--- src/rtl/mem_arb_pkg.sv ---
// Shared types for mem_arbiter: FSM states, default widths and the captured-command record.
// The command record is sized by the package widths; retune them together with the top parameters.
package mem_arb_pkg;

    localparam int ADDR_W_DFLT = 16;
    localparam int DATA_W_DFLT = 16;

    typedef enum logic [2:0] {
        IDLE,
        WRITE,
        READ,
        RDWAIT,
        RESP
    } state_t;

    typedef struct packed {
        logic                   wr;
        logic [ADDR_W_DFLT-1:0] addr;
        logic [DATA_W_DFLT-1:0] wdata;
        logic                   owner;
    } cmd_t;

endpackage

--- src/rtl/rr_arb2.sv ---
// Two-way round-robin winner select; last-grant pointer favours requester 0 out of reset.
// Latency: grant is combinational from req; pointer updates on the edge after take.
// Backpressure: never grants an idle requester; take says the grant was actually used.
module rr_arb2
    import mem_arb_pkg::*;
(
    input  logic       clk,
    input  logic       rst,
    input  logic [1:0] req,
    input  logic       take,
    output logic [1:0] grant
);

    logic last_q;
    logic last_d;

    always_comb begin
        grant  = 2'b00;
        last_d = last_q;
        unique case (req)
            2'b01:   grant = 2'b01;
            2'b10:   grant = 2'b10;
            2'b11:   grant = last_q ? 2'b01 : 2'b10;
            default: grant = 2'b00;
        endcase
        if (take) begin
            last_d = grant[1];
        end
    end

    always_ff @(posedge clk or posedge rst) begin
        if (rst) begin
            last_q <= 1'b1;
        end else begin
            last_q <= last_d;
        end
    end

endmodule

--- src/rtl/mem_arbiter.sv ---
// Two-requester single-port memory arbiter with round-robin grant; MEM_ARB_STATS_EN adds grant counters.
// Latency: write strobe N+1 after accept; read strobe N+1, response pulse N+3.
// Backpressure: req_ready only in IDLE, one command in flight at a time.
module mem_arbiter
    import mem_arb_pkg::*;
#(
    parameter int ADDR_W = ADDR_W_DFLT,
    parameter int DATA_W = DATA_W_DFLT
) (
    input  logic                  clk,
    input  logic                  rst,
    input  logic [1:0]            req_valid,
    input  logic [1:0]            req_wr,
    input  logic [2*ADDR_W-1:0]   req_addr,
    input  logic [2*DATA_W-1:0]   req_wdata,
    output logic [1:0]            req_ready,
    output logic [1:0]            rsp_valid,
    output logic [DATA_W-1:0]     rsp_rdata,
    output logic                  mem_wr,
    output logic                  mem_rd,
    output logic [ADDR_W-1:0]     mem_addr,
    output logic [DATA_W-1:0]     mem_wr_data,
    input  logic [DATA_W-1:0]     mem_rd_data
`ifdef MEM_ARB_STATS_EN
    ,
    output logic [15:0]           grant_cnt0,
    output logic [15:0]           grant_cnt1
`endif
);

    state_t              state_q, state_d;
    cmd_t                cmd_q, cmd_d;
    logic                mem_wr_q, mem_wr_d;
    logic                mem_rd_q, mem_rd_d;
    logic [1:0]          rsp_valid_q, rsp_valid_d;
    logic [DATA_W-1:0]   rsp_rdata_q, rsp_rdata_d;
    logic [1:0]          grant;
    logic                win;
    logic                win_wr;

    rr_arb2 u_rr (
        .clk   (clk),
        .rst   (rst),
        .req   (req_valid),
        .take  (|req_ready),
        .grant (grant)
    );

    always_comb begin
        state_d     = state_q;
        cmd_d       = cmd_q;
        mem_wr_d    = 1'b0;
        mem_rd_d    = 1'b0;
        rsp_valid_d = 2'b00;
        rsp_rdata_d = rsp_rdata_q;
        req_ready   = 2'b00;
        win         = grant[1];
        win_wr      = win ? req_wr[1] : req_wr[0];
        unique case (state_q)
            IDLE: begin
                if (!rst && (grant != 2'b00)) begin
                    req_ready   = grant;
                    cmd_d.wr    = win_wr;
                    cmd_d.owner = win;
                    cmd_d.addr  = win ? req_addr[ADDR_W +: ADDR_W] : req_addr[0 +: ADDR_W];
                    // Reads leave the write-data bus untouched.
                    if (win_wr) begin
                        cmd_d.wdata = win ? req_wdata[DATA_W +: DATA_W] : req_wdata[0 +: DATA_W];
                    end
                    mem_wr_d = win_wr;
                    mem_rd_d = !win_wr;
                    state_d  = win_wr ? WRITE : READ;
                end
            end
            WRITE:   state_d = IDLE;
            READ:    state_d = RDWAIT;
            RDWAIT: begin
                if (!cmd_q.wr) begin
                    rsp_rdata_d = mem_rd_data;
                end
                rsp_valid_d = cmd_q.owner ? 2'b10 : 2'b01;
                state_d     = RESP;
            end
            RESP:    state_d = IDLE;
            default: state_d = IDLE;
        endcase
    end

    always_ff @(posedge clk or posedge rst) begin
        if (rst) begin
            state_q     <= IDLE;
            cmd_q       <= '0;
            mem_wr_q    <= 1'b0;
            mem_rd_q    <= 1'b0;
            rsp_valid_q <= 2'b00;
            rsp_rdata_q <= '0;
        end else begin
            state_q     <= state_d;
            cmd_q       <= cmd_d;
            mem_wr_q    <= mem_wr_d;
            mem_rd_q    <= mem_rd_d;
            rsp_valid_q <= rsp_valid_d;
            rsp_rdata_q <= rsp_rdata_d;
        end
    end

    // The captured command doubles as the memory address/data register.
    assign mem_addr    = cmd_q.addr;
    assign mem_wr_data = cmd_q.wdata;
    assign mem_wr      = mem_wr_q;
    assign mem_rd      = mem_rd_q;
    assign rsp_valid   = rsp_valid_q;
    assign rsp_rdata   = rsp_rdata_q;

`ifdef MEM_ARB_STATS_EN
    logic [15:0] cnt0_q, cnt0_d;
    logic [15:0] cnt1_q, cnt1_d;

    always_comb begin
        cnt0_d = cnt0_q;
        cnt1_d = cnt1_q;
        if (req_valid[0] && req_ready[0] && (cnt0_q != 16'hFFFF)) begin
            cnt0_d = cnt0_q + 16'd1;
        end
        if (req_valid[1] && req_ready[1] && (cnt1_q != 16'hFFFF)) begin
            cnt1_d = cnt1_q + 16'd1;
        end
    end

    always_ff @(posedge clk or posedge rst) begin
        if (rst) begin
            cnt0_q <= 16'd0;
            cnt1_q <= 16'd0;
        end else begin
            cnt0_q <= cnt0_d;
            cnt1_q <= cnt1_d;
        end
    end

    assign grant_cnt0 = cnt0_q;
    assign grant_cnt1 = cnt1_q;
`endif

endmodule

--- config.mk ---
export PLATFORM = sky130hd
export DESIGN_NAME = mem_arbiter
export DESIGN_NICKNAME = d
export VERILOG_FILES = /design/src/rtl/mem_arb_pkg.sv /design/src/rtl/rr_arb2.sv /design/src/rtl/mem_arbiter.sv
export SDC_FILE = /design/constraint.sdc
export NUM_CORES = 1
export LEC_CHECK = 0
export ABC_AREA = 1
export CAP_MARGIN = 15
export CORE_MARGIN = 2
export CORE_UTILIZATION = 41
export CTS_CLUSTER_DIAMETER = 30
export DETAILED_ROUTE_END_ITERATION = 16
export GPL_TIMING_DRIVEN = 0
export HOLD_SLACK_MARGIN = 0.02
export PLACE_DENSITY = 0.81
export SLEW_MARGIN = 25
export SYNTH_ARGS = -nofsm -noshare
export SYNTH_HDL_FRONTEND = slang
export SYNTH_SLANG_ARGS = --single-unit
export TNS_END_PERCENT = 20
--- constraint.sdc ---
create_clock -name clk -period 2.4 [get_ports clk]
set_input_delay 0.36 -clock clk [delete_from_list [all_inputs] [get_ports clk]]
set_output_delay 0.36 -clock clk [all_outputs]
set_load 0.005 [all_outputs]
==> summary.md <==
| Metric | Value |
|---|---|
| DIE HEIGHT | between 80 and 90 µm |
| Initial Util | 42.8% |
| Setup Viol. Count Final | 0 |
| GP Congestion | 0.791 |
| Setup repair after global routing missed its margin | false |
| Clk_lat worst skew | 0.34 ns |
| Worst path top cell family by delay | buffers and inverters |
| Post-route clock period utilization | approximately 95% |
| Die Area | a little under 8000 µm² |
| Vias in the first global route | about 3000 |
| Clock-pin slew on the worst setup and hold paths | 0.06 ns |
| Rel. slew slack | 68.8% |
| Crit Path Class | primary input to output port |
| IO Count | 140 |
| CTS Buf Count | 9 |
| Layout fillers | 593 |
| Antenna Violating Nets Remaining | 0 |
| Pwr/cell area | 1040 nW/µm² |
| Via count | between 2000 and 3000 |
| Congestion Overflow GR | 0 |
| Cts hold-fix bufs | 0 |
| Wire per inst | 12.6 µm |
| Register bit total from synthesis | 58 |
| Post-synthesis sequential area ratio | 49.7% |
| Fmax | 439 MHz |
| Synthesized area per cell | 7.65 µm² |
| P&R area growth vs syn | 60.1% |
| First-pass GRT wire length | 13.1 mm |
| Peak supply drop | 0.000407 V |
| Die width | around 90 µm |
| # rows | 30 |
| Tmin final | 2.28 ns |
| Detailed Route Iter0 Violations | 89 |
| Vias/cell | 4.58 |
| Clock buffer depth | 2 |
| Static leakage | 2.38 nW |
| Core area | 6830 µm² |
| Post-synth net total | around 470 |
| Arr. time, crit path | 1.92 ns |
| CTS tree | built |
| Final nets | 618 |
| DP Wirelength | 6.26 mm |
| Skew final | 0.0117 ns |
| Post-Synthesis Cells | approximately 380 |
| Detailed Routing Iterations Pass 1 | 5 |
| Drc violations | 0 |
| Worst EP required | 2.04 ns |
| Slew @ Worst Pin | 0.468 ns |
| Clock H-tree levels | 3 |
| Synthesized cell area | 2920 µm² |
| Layout cells sized above 1 | 13.8% |
| Initial antenna violation count | 0 |
| Final Hold Fails | 0 |
| Port Buf Inserts | 138 |
| Synth cell types | 17 |
| Max Cap Viol | 0 |
| Yosys warns | 0 |
| Clock sinks | 58 |
| Diodes inserted | 0 |
| Final max-slew violation count | 0 |
| Root Buffer | clkbuf_8 |
| Type of element launching the critical path | primary input |
| Largest net degree at the start of global routing | 41 |
| Total Routing Usage GR | 21.9% |
| Final core utilization | 68.5% |
| Routed Wire Length | 7.98 mm |
| Post-route setup TNS | 0 ns |
| Crit end category | output port |
| Crit-path cells | clkdlybuf4s50_1 > nand2_4 > nand2_4 > inv_6 > nand2_1 > inv_1 > clkdlybuf4s50_1 |
| Type of the tightest min-delay check | primary input to async pin |
| CP Max Fanout | 18 |
| Status | complete, no violations |
| Slowest Stage Delay on Critical Path | 0.50 ns |
| Slowest cell on crit path | clkdlybuf4s50_1 |
| Bufs and invs on worst path | 4 |
## power breakdown
group	leakage, nW	internal, mW	switching [mW]	total, mW
clock network	0.0986	0.534	0.381	0.915
registers	0.725	1.43	0.247	1.67
logic	1.55	1.39	0.897	2.29
## registers in the layout, indices dropped and copies added (netlist names), 2 cells and up
name         count
rsp_rdata       16
mem_wr_data     16
rsp_valid        2
mem_addr        16
cmd_q            2
state_q          3
## layer usage
metal / vias to the layer above / GRT usage, % / routed length [µm]
met4: 0 / 7.99 / 138
met1: 1314 / 24.4 / 3190
met5: - / 0 / 0
li1: 1451 / - / -
met2: 119 / 38.6 / 3880
met3: 12 / 8.02 / 776
## cells by family (layout without fill, tap and decap cells)
group                  count (synthesis)  after routing  share of synthesized area, %
flip-flops                            58             58                          49.7
buffers and inverters                 58            213                          12.7
AND/OR/NAND/NOR                      248            248                          34.5
AO/OA/AOI/OAI                         18             18                          3.08
## stage by stage
stage	power [mW]	std cells	hold slack, ns	worst slack [ns]	cell area (µm²)
3_3_place_gp	3.89	616	0.417	-0.425	4420
4_1_cts	4.92	633	0.342	0.00250	4660
2_1_floorplan	2.74	382	0.403	0.614	2920
6_report	4.88	633	0.0291	0.121	4680
3_5_place_dp	3.97	617	0.427	-0.218	4450
5_1_grt	5.29	633	0.0368	0.0200	4680
## cell type report
type	instances	area [µm²]	share of cell area, %
plain buffers	48	332	7.09
clock buffers	12	155	3.32
clock inverters	4	50.0	1.07
inverters	8	37.5	0.802
multi-input cells	266	1110	23.8
flip-flops and latches	58	1450	31.1
well taps	96	120	2.57
repair buffers	141	1420	30.3
## layout by cell type, fill, tap and decap left out
master,synthesis,layout
nand2_2,3,2
clkdlybuf4s50_1,0,137
dlymetal6s2s_1,0,1
nor2_1,8,7
bufinv_16,0,1
buf_12,0,1
dfstp_2,1,1
inv_4,0,1
buf_2,9,7
clkbuf_1,4,5
clkinv_2,0,1
inv_2,2,1
buf_6,1,1
nand2_4,2,4
buf_4,36,38
dfrtp_1,57,57
nor2_4,1,1
o21ai_0,17,17
nor2_2,0,1
nand2_1,199,198
o21ai_1,1,1
clkbuf_8,0,11
nand3b_1,1,1
inv_1,6,5
nand3_1,34,34
clkinvlp_4,0,2
inv_6,0,1
## Yosys cell counts
master	instances	area, µm²
inv_2	2	7.51
nor2_4	1	11.3
nand2_4	2	22.5
dfrtp_1	57	1430
clkbuf_1	4	15.0
o21ai_1	1	5.00
nand2_1	199	747
nand3b_1	1	7.51
nand2_2	3	18.8
buf_2	9	45.0
nand3_1	34	170
nor2_1	8	30.0
dfstp_2	1	26.3
buf_4	36	270
inv_1	6	22.5
o21ai_0	17	85.1
buf_6	1	11.3
## path summary, 6_finish.rpt
path | to | startpoint | slack (ns) | cells past startpoint
min in group clk | rsp_valid[0] | cmd_q[0] | 0.43 | 1
setup / recovery | req_ready[1] | req_valid[0] | 0.12 | 7
setup reg to reg | mem_wr_data[2] | u_rr.last_q | 0.87 | 8
hold reg to reg | rsp_valid[0] | cmd_q[0] | 0.43 | 1
max in group asynchronous | u_rr.last_q | rst | 1.83 | 3
hold / removal | rsp_rdata[15] | rst | 0.03 | 2
## repair_timing
item                       4_1_cts  5_1_grt
setup endpoints to repair        2        2
gates resized for setup          2        5
buffers inserted                 2        0
pin swaps                        1        1
No activity file was read; power rests on OpenSTA's default activity.
